===== src/rtl/elevator_pkg.sv =====
// Default sizing constants shared by the elevator top level and its input stage.
// Both blocks size their per-floor vectors from ELEV_N.
package elevator_pkg;

    localparam int ELEV_N        = 10;
    localparam int ELEV_DEBOUNCE = 4;
    localparam int ELEV_DB_W     = 3;
    localparam int ELEV_STUCK    = 200;
    localparam int ELEV_ST_W     = 8;

endpackage


===== src/rtl/button_debounce.sv =====
// One push-button channel: 2-flop synchroniser, counter debounce, rising-edge
// detect and a saturating held-too-long (stuck) detector.
module button_debounce
    import elevator_pkg::*;
#(
    parameter int DEBOUNCE = ELEV_DEBOUNCE,
    parameter int DB_W     = ELEV_DB_W,
    parameter int STUCK    = ELEV_STUCK,
    parameter int ST_W     = ELEV_ST_W
) (
    input  logic clk,
    input  logic rst_n,
    input  logic raw,
    output logic pulse,
    output logic stuck
);

    localparam logic [DB_W-1:0] DB_LAST = DB_W'(DEBOUNCE - 1);
    localparam logic [ST_W-1:0] ST_LIM  = ST_W'(STUCK);

    logic            m_r;
    logic            s_r;
    logic            st_r;
    logic            st_next_s;
    logic [DB_W-1:0] cnt_r;
    logic [DB_W-1:0] cnt_next_s;
    logic [ST_W-1:0] sc_r;
    logic [ST_W-1:0] sc_next_s;
    logic            stuck_r;
    logic            stuck_next_s;

    // Debounce: a new level is accepted only after DEBOUNCE consecutive disagreeing samples.
    always_comb begin
        st_next_s  = st_r;
        cnt_next_s = cnt_r;
        if (s_r == st_r) begin
            cnt_next_s = {DB_W{1'b0}};
        end else if (cnt_r == DB_LAST) begin
            st_next_s  = s_r;
            cnt_next_s = {DB_W{1'b0}};
        end else begin
            cnt_next_s = cnt_r + DB_W'(1);
        end
    end

    // Stuck counter saturates at STUCK; the flag holds until the stable level drops.
    always_comb begin
        sc_next_s    = sc_r;
        stuck_next_s = stuck_r;
        if (!st_r) begin
            sc_next_s    = {ST_W{1'b0}};
            stuck_next_s = 1'b0;
        end else if (sc_r != ST_LIM) begin
            sc_next_s = sc_r + ST_W'(1);
        end else begin
            stuck_next_s = 1'b1;
        end
    end

    // Channel state registers, including the synchroniser chain.
    always_ff @(posedge clk or negedge rst_n) begin
        if (!rst_n) begin
            m_r     <= 1'b0;
            s_r     <= 1'b0;
            st_r    <= 1'b0;
            cnt_r   <= {DB_W{1'b0}};
            sc_r    <= {ST_W{1'b0}};
            stuck_r <= 1'b0;
        end else begin
            m_r     <= raw;
            s_r     <= m_r;
            st_r    <= st_next_s;
            cnt_r   <= cnt_next_s;
            sc_r    <= sc_next_s;
            stuck_r <= stuck_next_s;
        end
    end

    // Rising edge of the stable level; the parent registers it after masking.
    assign pulse = st_next_s & ~st_r;
    assign stuck = stuck_r;

endmodule


===== src/rtl/call_button_conditioner.sv =====
// Conditions raw hall and car call buttons into single-cycle press pulses,
// dropping presses for the floor where the car stands with its door open.
module call_button_conditioner
    import elevator_pkg::*;
#(
    parameter int n        = ELEV_N,
    parameter int DEBOUNCE = ELEV_DEBOUNCE,
    parameter int DB_W     = ELEV_DB_W,
    parameter int STUCK    = ELEV_STUCK,
    parameter int ST_W     = ELEV_ST_W
) (
    input  logic         clk,
    input  logic         rst_n,
    input  logic [n-1:0] raw_out,
    input  logic [n-1:0] raw_in,
    input  logic [n-1:0] current_floor,
    input  logic         open,
    output logic [n-1:0] button_out,
    output logic [n-1:0] button_in,
    output logic [n-1:0] stuck_out,
    output logic [n-1:0] stuck_in
);

    logic [n-1:0] pulse_out_s;
    logic [n-1:0] pulse_in_s;
    logic [n-1:0] supp_s;

    for (genvar k = 0; k < n; k++) begin : g_chan
        button_debounce #(
            .DEBOUNCE (DEBOUNCE),
            .DB_W     (DB_W),
            .STUCK    (STUCK),
            .ST_W     (ST_W)
        ) u_hall (
            .clk   (clk),
            .rst_n (rst_n),
            .raw   (raw_out[k]),
            .pulse (pulse_out_s[k]),
            .stuck (stuck_out[k])
        );

        button_debounce #(
            .DEBOUNCE (DEBOUNCE),
            .DB_W     (DB_W),
            .STUCK    (STUCK),
            .ST_W     (ST_W)
        ) u_car (
            .clk   (clk),
            .rst_n (rst_n),
            .raw   (raw_in[k]),
            .pulse (pulse_in_s[k]),
            .stuck (stuck_in[k])
        );
    end

    // A press at the open-door floor is already served, so it is discarded rather than held.
    assign supp_s = current_floor & {n{open}};

    // Registered, masked press pulses.
    always_ff @(posedge clk or negedge rst_n) begin
        if (!rst_n) begin
            button_out <= {n{1'b0}};
            button_in  <= {n{1'b0}};
        end else begin
            button_out <= pulse_out_s & ~supp_s;
            button_in  <= pulse_in_s & ~supp_s;
        end
    end

endmodule


===== config.mk =====
export PLATFORM = sky130hd
export DESIGN_NAME = call_button_conditioner
export DESIGN_NICKNAME = d
export VERILOG_FILES = /design/src/rtl/elevator_pkg.sv /design/src/rtl/button_debounce.sv /design/src/rtl/call_button_conditioner.sv
export SDC_FILE = /design/constraint.sdc
export NUM_CORES = 1
export LEC_CHECK = 0
export BUFFER_PORTS_ARGS = -buffer_cell sky130_fd_sc_hd__buf_2
export CAP_MARGIN = 20
export CORE_ASPECT_RATIO = 0.6
export CORE_MARGIN = 2
export CORE_UTILIZATION = 45
export CTS_BUF_LIST = sky130_fd_sc_hd__clkbuf_4 sky130_fd_sc_hd__clkbuf_8
export DETAILED_ROUTE_END_ITERATION = 7
export PLACE_DENSITY_LB_ADDON = 0.3
export SYNTH_ARGS = -nofsm -noshare
export SYNTH_HDL_FRONTEND = slang
export SYNTH_SLANG_ARGS = --single-unit

===== constraint.sdc =====
create_clock -name clk -period 1.3 [get_ports clk]
set_input_delay 0.065 -clock clk [delete_from_list [all_inputs] [get_ports clk]]
set_output_delay 0.065 -clock clk [all_outputs]
set_load 0.03 [all_outputs]

=== After elaboration in Yosys (flattened, before gate mapping) ===
Cells that the tools add are included.

* Bits in registers: 320
* Output and inout port bits: 40
* Input port bits: 33
* Logic and storage cells: 466

* Bitwise gates (word level): 44
* $add $sub $neg: 40
* Equal/unequal tests: 100
* Mux-type cells: 160

{| class="wikitable"
|+ Operators by type and width
! cell !! number
|-
| $mux W8 || 40
|-
| $add A8 B1 Y8 const B || 20
|-
| $ne A8 B8 Y1 const B || 20
|-
| $mux W3 || 40
|-
| $mux W1 || 80
|-
| $ne A2 B2 Y1 const B || 40
|-
| $add A3 B1 Y3 const B || 20
|-
| $eq A3 B2 Y1 const B || 20
|-
| $and A10 B10 Y10 || 3
|-
| $and A1 B1 Y1 || 20
|-
| $eq A1 B1 Y1 || 20
|-
| $not A1 Y1 || 20
|-
| $not A10 Y10 || 1
|}

=== Logic depth before layout (Yosys ltp) ===
Gate-level depths: netlist of run 1.

* Depth after elaboration: 5
* Depth in mapped cells: 5
* Mapped depth without buffers: 5

=== Modules after synthesis ===
From an unflattened synthesis of run 1, not the netlist that was laid out.

* Cell total of the unflattened synthesis: 1,222
* Area total of the unflattened synthesis: 14,636.5 µm²

{| class="wikitable"
|+ By module, submodules not included
! module !! instances !! cells each !! area each (µm²)
|-
| button_debounce || 20 || 59 || 694.4
|-
| call_button_conditioner || 1 || 42 || 748.2
|}

=== Worst setup path before layout of run 1 ===
OpenSTA, ideal clock, no wires.

* Kind: reg-to-reg
* Start point: register g_chan[1].u_car.sc_r[0]
* End point: register g_chan[1].u_car.sc_r[0]
* Slack: -0.119 ns
* Data arrival time: 1.294 ns
* Clock period less this slack: 1.419 ns
* Stages on the path, launching flop included: 6
* Cell sequence: dfrtp_1 > inv_1 > ha_1 > or3b_2 > nor3_1 > nor3_1

* Cells in the longest elaborated chain, start to end: 3

{| class="wikitable"
|+ Ends and longest elaborated chain
! element !! RTL line !! text
|-
| from (decl) || button_debounce.sv:27 || <nowiki>logic [ST_W-1:0] sc_r;</nowiki>
|-
| from (signal assigned) || button_debounce.sv:67 || <nowiki>sc_r <= {ST_W{1'b0}};</nowiki>
|-
| from (signal assigned) || button_debounce.sv:74 || <nowiki>sc_r <= sc_next_s;</nowiki>
|-
| $add A8 B1 Y8 || button_debounce.sv:54 || <nowiki>sc_next_s = sc_r + ST_W'(1);</nowiki>
|-
| $mux W8 || button_debounce.sv:53 || <nowiki>end else if (sc_r != ST_LIM) begin</nowiki>
|-
| $mux W8 || button_debounce.sv:50 || <nowiki>if (!st_r) begin</nowiki>
|}

Several ways; a longest one is shown, not always the timed one. The select of a mux whose other input is x is not followed.
A chain may end at the register's enable or synchronous reset.

=== Final worst setup path of run 1 ===
Ends and elaborated chain as after synthesis.

==> flow_summary.json, run 1 <==
{
  "port_buffers": 72,
  "diodes": 0,
  "setup_slack_ps": -146,
  "chipHeight_um": 144,
  "grt_pass1_wl_um": 47800,
  "fin_crit_ps": 1450,
  "grt_usage": 0.169,
  "syn_area_per_cell_um2": 11.7,
  "io_pins": 73,
  "drt-pass1-iter-count": 5,
  "synth_seq_cells": 320,
  "slew_viol_final": 0,
  "hpwl_um": 18800,
  "seqPwrFrac": 0.404,
  "reg2reg_slack_ps": -150,
  "max_freq_mhz": 691,
  "gp_congestion": 0.797,
  "cts_tree": "built",
  "final_common_cell": "dfrtp_1",
  "clockBufferDepth": 3,
  "finalHoldViolations": 0,
  "peakVddDrop_uv": 897,
  "cts_made_buffers": 48,
  "setup_viol": 65,
  "final_util": 0.585,
  "synth-edff-count": 0,
  "totalWireLength_um": 29000,
  "synth_nets": 1353,
  "area_delta_synth_final_pct": 28.5,
  "h-tree-depth": 2,
  "yosysWarnings": 0,
  "drt-initial-drc-count": 527,
  "fin_cells": 2006,
  "comb_power_share": 0.323,
  "critPathMaxFanout": 4,
  "max_slew_margin": 0.750,
  "vias": 10100,
  "rsz0062_at_grt": "true",
  "place_inst": 1829,
  "fin_crit_sh": 1.11,
  "finalPower_uw": 32300,
  "path_clk_slew_ps": 70,
  "clkLatencyLatePin_ps": 570,
  "num-nets-final": 1639,
  "grt_pass1_vias": 9787,
  "dieWidth_um": 238,
  "violations": "negative setup slack",
  "layout-drive-gt1-share": 0.325,
  "reg2reg_to": "g_chan[1].u_car.sc_r[0]$_DFFE_PN0P_",
  "cap_violations": 0,
  "syn_inst": 1260,
  "crit_chain": "inv_2 -> ha_4 -> or3b_4 -> nor3_2 -> nor3_1",
  "gr-total-overflow": 0,
  "cp.required_ps": 1740,
  "slowest_stage": "dfrtp_2",
  "worstSetupPathType": "reg2reg",
  "drc_errors": 0,
  "cp-end-kind": "flop",
  "vias_per_cell": 5.03,
  "fin_setup_tns_ps": -4320,
  "row_count": 51,
  "hp-class": "in2reg",
  "power_density_mw_per_mm2": 1700,
  "cts.sinks": 320,
  "die_area_mm2": 0.0343,
  "place_ws_ps": -185,
  "synthArstFlopShare": 1.00,
  "tightest_slew_ps": 373,
  "p_switching_uw": 10400,
  "p_clk_frac": 0.274,
  "ys.flop_type": "dfrtp_1",
  "p_sw_frac": 0.321,
  "cpPeakStageDelay_ps": 440,
  "core_area_mm2": 0.0324,
  "detail-route-antenna-nets": 0,
  "ff2ff_path_depth": 5,
  "fin_worst_skew_ps": 11.2,
  "cp.arrival_ps": 1890,
  "p_leak_uw": 0.00859,
  "r2r-start": "g_chan[1].u_car.sc_r[0]$_DFFE_PN0P_",
  "status": "finished with violations",
  "start_util": 0.455,
  "clockRootBuffer": "clkbuf_8",
  "ys_seq_area_frac": 0.544,
  "cp-endpoint": "g_chan[1].u_car.sc_r[0]$_DFFE_PN0P_",
  "netlist_area_mm2": 0.0147,
  "grt_antenna_before_repair": 0,
  "synth_cell_type_count": 37,
  "startpoint": "g_chan[1].u_car.sc_r[0]$_DFFE_PN0P_",
  "final_cell_mix": "dfrtp_1, buf_4, nand2_1",
  "internal_power_uw": 21900,
  "drt-wirelength-per-cell_um": 14.5,
  "grt_max_degree": 65,
  "start_kind": "flop"
}
worst max-delay path, delay by kind of cell, from the launching register on:
family / cells / cell delay [ps]
AND/OR/NAND/NOR: 3 / 670
flip-flops: 1 / 440
adder cells (fa/ha/maj): 1 / 130
buffers and inverters: 1 / 90
synth_stat cells, types with 20 or more instances:
master,n,share of area
or3_1,32,0.014
nand2_1,151,0.038
clkbuf_1,21,0.0054
inv_1,45,0.011
ha_1,60,0.051
o21a_1,20,0.010
buf_4,20,0.010
nand3_1,81,0.028
nand4_1,22,0.0093
and2_1,37,0.016
nor3_1,28,0.0095
nor2b_1,22,0.0093
nor3b_1,42,0.021
nand2b_1,29,0.012
xnor2_1,58,0.034
dfrtp_1,320,0.54
o21ai_0,35,0.012
mux2i_1,66,0.045
metal layers:
| layer | up-vias | global-route usage | share of wire |
|---|---|---|---|
| met4 | 0 | 0.0427 | 0.017 |
| met2 | 152 | 0.255 | 0.44 |
| met3 | 42 | 0.0372 | 0.040 |
| met1 | 4951 | 0.247 | 0.50 |
| li1 | 4954 | - | - |
| met5 | - | 0 | 0 |
metrics by stage:
stage | cell area, um2 | hold slack, ps
detailed placement | 16400 | -77.1
finish | 18900 | 87.7
global placement | 16400 | -81.2
floorplan | 14800 | -231
CTS | 18300 | 49.6
global route | 18900 | 79.2
worst min-delay path by stage:
stage                      from                                  end  slack [ps]  depth (start not counted)
after CTS                 rst_n  g_chan[9].u_hall.cnt_r[1]$_DFF_PN0_          50                          3
after detailed placement  rst_n  g_chan[9].u_car.sc_r[6]$_DFFE_PN0P_         -80                          1
final                      open               button_in[1]$_DFF_PN0_          90                          3
after floorplan           rst_n               button_in[0]$_DFF_PN0_        -230                          0
after global routing       open              button_out[3]$_DFF_PN0_          80                          3
after global placement    rst_n  g_chan[9].u_car.sc_r[6]$_DFFE_PN0P_         -80                          1
kinds of logic (layout without fill, tap and decap cells):
| kind of cell | Yosys count | in the layout | share of synthesized area |
|---|---|---|---|
| flip-flops | 320 | 320 | 0.544 |
| buffers and inverters | 94 | 416 | 0.0296 |
| AO/OA/AOI/OAI | 104 | 104 | 0.0447 |
| multiplexers | 85 | 85 | 0.0594 |
| adder cells (fa/ha/maj) | 60 | 60 | 0.0510 |
| XOR/XNOR | 67 | 67 | 0.0398 |
| AND/OR/NAND/NOR | 530 | 530 | 0.232 |
flip-flops by register name (all words and copies together), names as in the netlist:
signal and cells:
g_chan.u_car.sc_r 80, g_chan.u_hall.sc_r 80, g_chan.u_car.m_r 10, g_chan.u_car.stuck 10, g_chan.u_hall.cnt_r 30, g_chan.u_hall.st_r 10
button_out 10, g_chan.u_hall.m_r 10, g_chan.u_car.cnt_r 30, g_chan.u_car.st_r 10, g_chan.u_hall.stuck 10, button_in 10
g_chan.u_hall.s_r 10, g_chan.u_car.s_r 10
power groups by stage:
stage / clock, uW / sequential (uW) / combinational [uW]
detailed placement: 0 / 13100 / 8150
floorplan: 0 / 13000 / 4970
finish: 8830 / 13000 / 10400
global placement: 0 / 13000 / 7910
global route: 9580 / 13300 / 11600
CTS: 9130 / 13000 / 9350
cell type report:
cell class | count | area (um2)
multi-input cells | 846 | 6940
well taps | 424 | 531
fillers | 2589 | 13400
flip-flops and latches | 320 | 8020
clock buffers | 78 | 1010
inverters | 46 | 173
repair buffers | 284 | 2210
clock inverters | 8 | 43.8
repair_timing:
item	4_1_cts	5_1_grt
gates resized for setup	79	111
gates cloned	0	0
hold endpoints to repair	360	14
endpoints found under the setup margin	79	137
hold buffers	32	1
pin swaps	37	53
setup buffers	34	29
(Power assumes the default switching activity.)
==> inputs of run 2 (changes only) <==
--- a/config.mk
+++ b/config.mk
@@ -10,3 +10,2 @@
 export CORE_ASPECT_RATIO = 0.6
-export CORE_MARGIN = 2
 export CORE_UTILIZATION = 45
==> constraint.sdc (replaced) <==
create_clock -name clk -period 1.7 [get_ports clk]
set_input_delay 0.17 -clock clk [delete_from_list [all_inputs] [get_ports clk]]
set_output_delay 0.17 -clock clk [all_outputs]
set_load 0.03 [all_outputs]
==> run 2 against run 1 <==
The flow now finishes without violations. Largest power group unchanged. Register-to-register slack better by 250 ps. Clock-buffer cell count is 2 lower. Sequential share of layout area up 5.1 points. Critical path type unchanged. Die area decreased by 2.2%. Maximum frequency down 9.5%. Largest cell class unchanged. Routed wire length decreased by 12%.
==> flow_summary.json, run 2 (synthesis gave the netlist of run 1 again) <==
{
  "final_common_cell": "dfrtp_1",
  "peakVddDrop_uv": 745,
  "row_count": 50,
  "reg_top3": "g_chan.u_car.sc_r (80), g_chan.u_hall.sc_r (80)",
  "dieWidth_um": 236,
  "hpwl_um": 16800,
  "fin_crit_ps": 1600,
  "tightest_slew_ps": 515,
  "start_util": 0.465,
  "clockRootBuffer": "clkbuf_8",
  "grt_pass1_vias": 9121,
  "crit_family": "simple AND/OR/NAND/NOR gates",
  "vias": 9249,
  "drc_errors": 0,
  "timing.critical_path.buf_inv": 2,
  "detail-route-antenna-nets": 0,
  "max_freq_mhz": 626,
  "gp_congestion": 0.811,
  "status": "finished clean",
  "slowest_stage": "dfrtp_1",
  "power_density_mw_per_mm2": 1270,
  "clockBufferDepth": 3,
  "area_delta_synth_final_pct": 14.5,
  "vias_per_cell": 5.06,
  "layout-drive-gt1-share": 0.155,
  "final_util": 0.533,
  "drt-initial-drc-count": 426,
  "worstSetupPathType": "reg2reg",
  "grt_usage": 0.161,
  "cpPeakStageDelay_ps": 420,
  "path_clk_slew_ps": 70,
  "cts_made_buffers": 49,
  "chipHeight_um": 142,
  "num-nets-final": 1473,
  "port_buffers": 72,
  "setup_viol": 0,
  "max_slew_margin": 0.657,
  "final_cell_mix": "dfrtp_1, nand2_1, nand3_1",
  "cts_tree": "built",
  "cp.required_ps": 2240,
  "rsz0062_at_grt": "false",
  "drt-pass1-iter-count": 5,
  "cp-end-kind": "flop",
  "start_kind": "flop",
  "critPathMaxFanout": 5,
  "p_leak_uw": 0.00770,
  "clkLatencyLatePin_ps": 590,
  "crit_chain": "inv_1 -> ha_1 -> nand4b_4 -> nor4b_4 -> buf_4 -> o21a_1",
  "h-tree-depth": 2,
  "die_area_mm2": 0.0335,
  "cap_violations": 0,
  "fin_crit_sh": 0.940,
  "finalHoldViolations": 0,
  "drt-wirelength-per-cell_um": 13.9,
  "gr-total-overflow": 0,
  "io_pins": 73,
  "core_area_mm2": 0.0317,
  "cp.arrival_ps": 2140,
  "fin_worst_skew_ps": 31.1,
  "slew_viol_final": 0,
  "hp-class": "in2async",
  "totalWireLength_um": 25400,
  "grt_antenna_before_repair": 0,
  "grt_max_degree": 71,
  "diodes": 0,
  "fin_setup_tns_ps": 0,
  "grt_pass1_wl_um": 44700,
  "cts.sinks": 320
}
## run 2: changes by cell type in the layout (fill, tap and decap cells not counted), moves of 12 or more
cell | before | now
buf_4 | 157 | 9
ha_1 | 24 | 60
inv_1 | 11 | 45
inv_2 | 34 | 0
ha_4 | 31 | 0
buf_6 | 16 | 0
a21boi_0 | 4 | 18
a21boi_1 | 23 | 11
## run 2: where the power goes
part,leakage [uW],internal [uW],switching (uW)
combinational,0.00290,2040,1910
sequential,0.00426,8810,1910
clock,0.000545,3750,2970
## run 2: worst reg2reg max path, delay by kind of cell (launching register included)
kind | cells | cell delay, ps
compound gates | 1 | 100
buf+inv | 2 | 270
flops | 1 | 420
simple gates | 2 | 530
fa+ha+maj | 1 | 220
## run 2: metal layers
metal	part of all wire	vias up	GRT usage
met5	0	-	0
met4	0.025	0	0.0530
met1	0.52	4465	0.236
met2	0.42	125	0.236
met3	0.039	55	0.0357
li1	-	4604	-
## run 2: cell type report
type / count / area (um2)
Clock buffer: 76 / 971
Sequential cell: 320 / 8010
Fill cell: 2706 / 14800
Tap cell: 416 / 520
Timing Repair Buffer: 117 / 848
Inverter: 46 / 173
Multi-Input combinational cell: 846 / 6290
Clock inverter: 6 / 57.6
## run 2: through the flow
| step | instances | hold WS, ps | instance area (um2) | setup WS (ps) | power, uW |
|---|---|---|---|---|---|
| 3_3_place_gp | 1712 | 63.9 | 15500 | 211 | 14600 |
| 3_5_place_dp | 1712 | 75.2 | 15500 | 112 | 14800 |
| 2_1_floorplan | 1260 | -126 | 14700 | 281 | 13600 |
| 6_report | 1827 | 53.3 | 16900 | 102 | 21400 |
| 5_1_grt | 1827 | 33.0 | 16900 | 1.20 | 23000 |
| 4_1_cts | 1825 | 18.7 | 16900 | 99.8 | 21800 |
## run 2: timing repair
| action | in CTS | in global routing |
|---|---|---|
| hold endpoints to repair | 357 | 0 |
| setup buffers | 0 | 2 |
| setup endpoints to repair | 0 | 3 |
| resized for setup | 0 | 1 |
| hold buffers | 31 | 0 |
## run 2: path summary, 6_finish.rpt
| check | from | end | slack (ps) | cells past startpoint |
|---|---|---|---|---|
| min | rst_n | g_chan[3].u_car.sc_r[7]$_DFFE_PN0P_ | 50 | 2 |
| max in group asynchronous | rst_n | g_chan[1].u_car.sc_r[1]$_DFFE_PN0P_ | 920 | 3 |
| max | g_chan[7].u_car.sc_r[0]$_DFFE_PN0P_ | g_chan[7].u_car.stuck$_DFFE_PN0P_ | 100 | 6 |
| min in group clk | open | button_out[3]$_DFF_PN0_ | 100 | 2 |
| max reg2reg | g_chan[7].u_car.sc_r[0]$_DFFE_PN0P_ | g_chan[7].u_car.stuck$_DFFE_PN0P_ | 100 | 6 |
| min reg2reg | g_chan[1].u_car.m_r$_DFF_PN0_ | g_chan[1].u_car.s_r$_DFF_PN0_ | 350 | 0 |
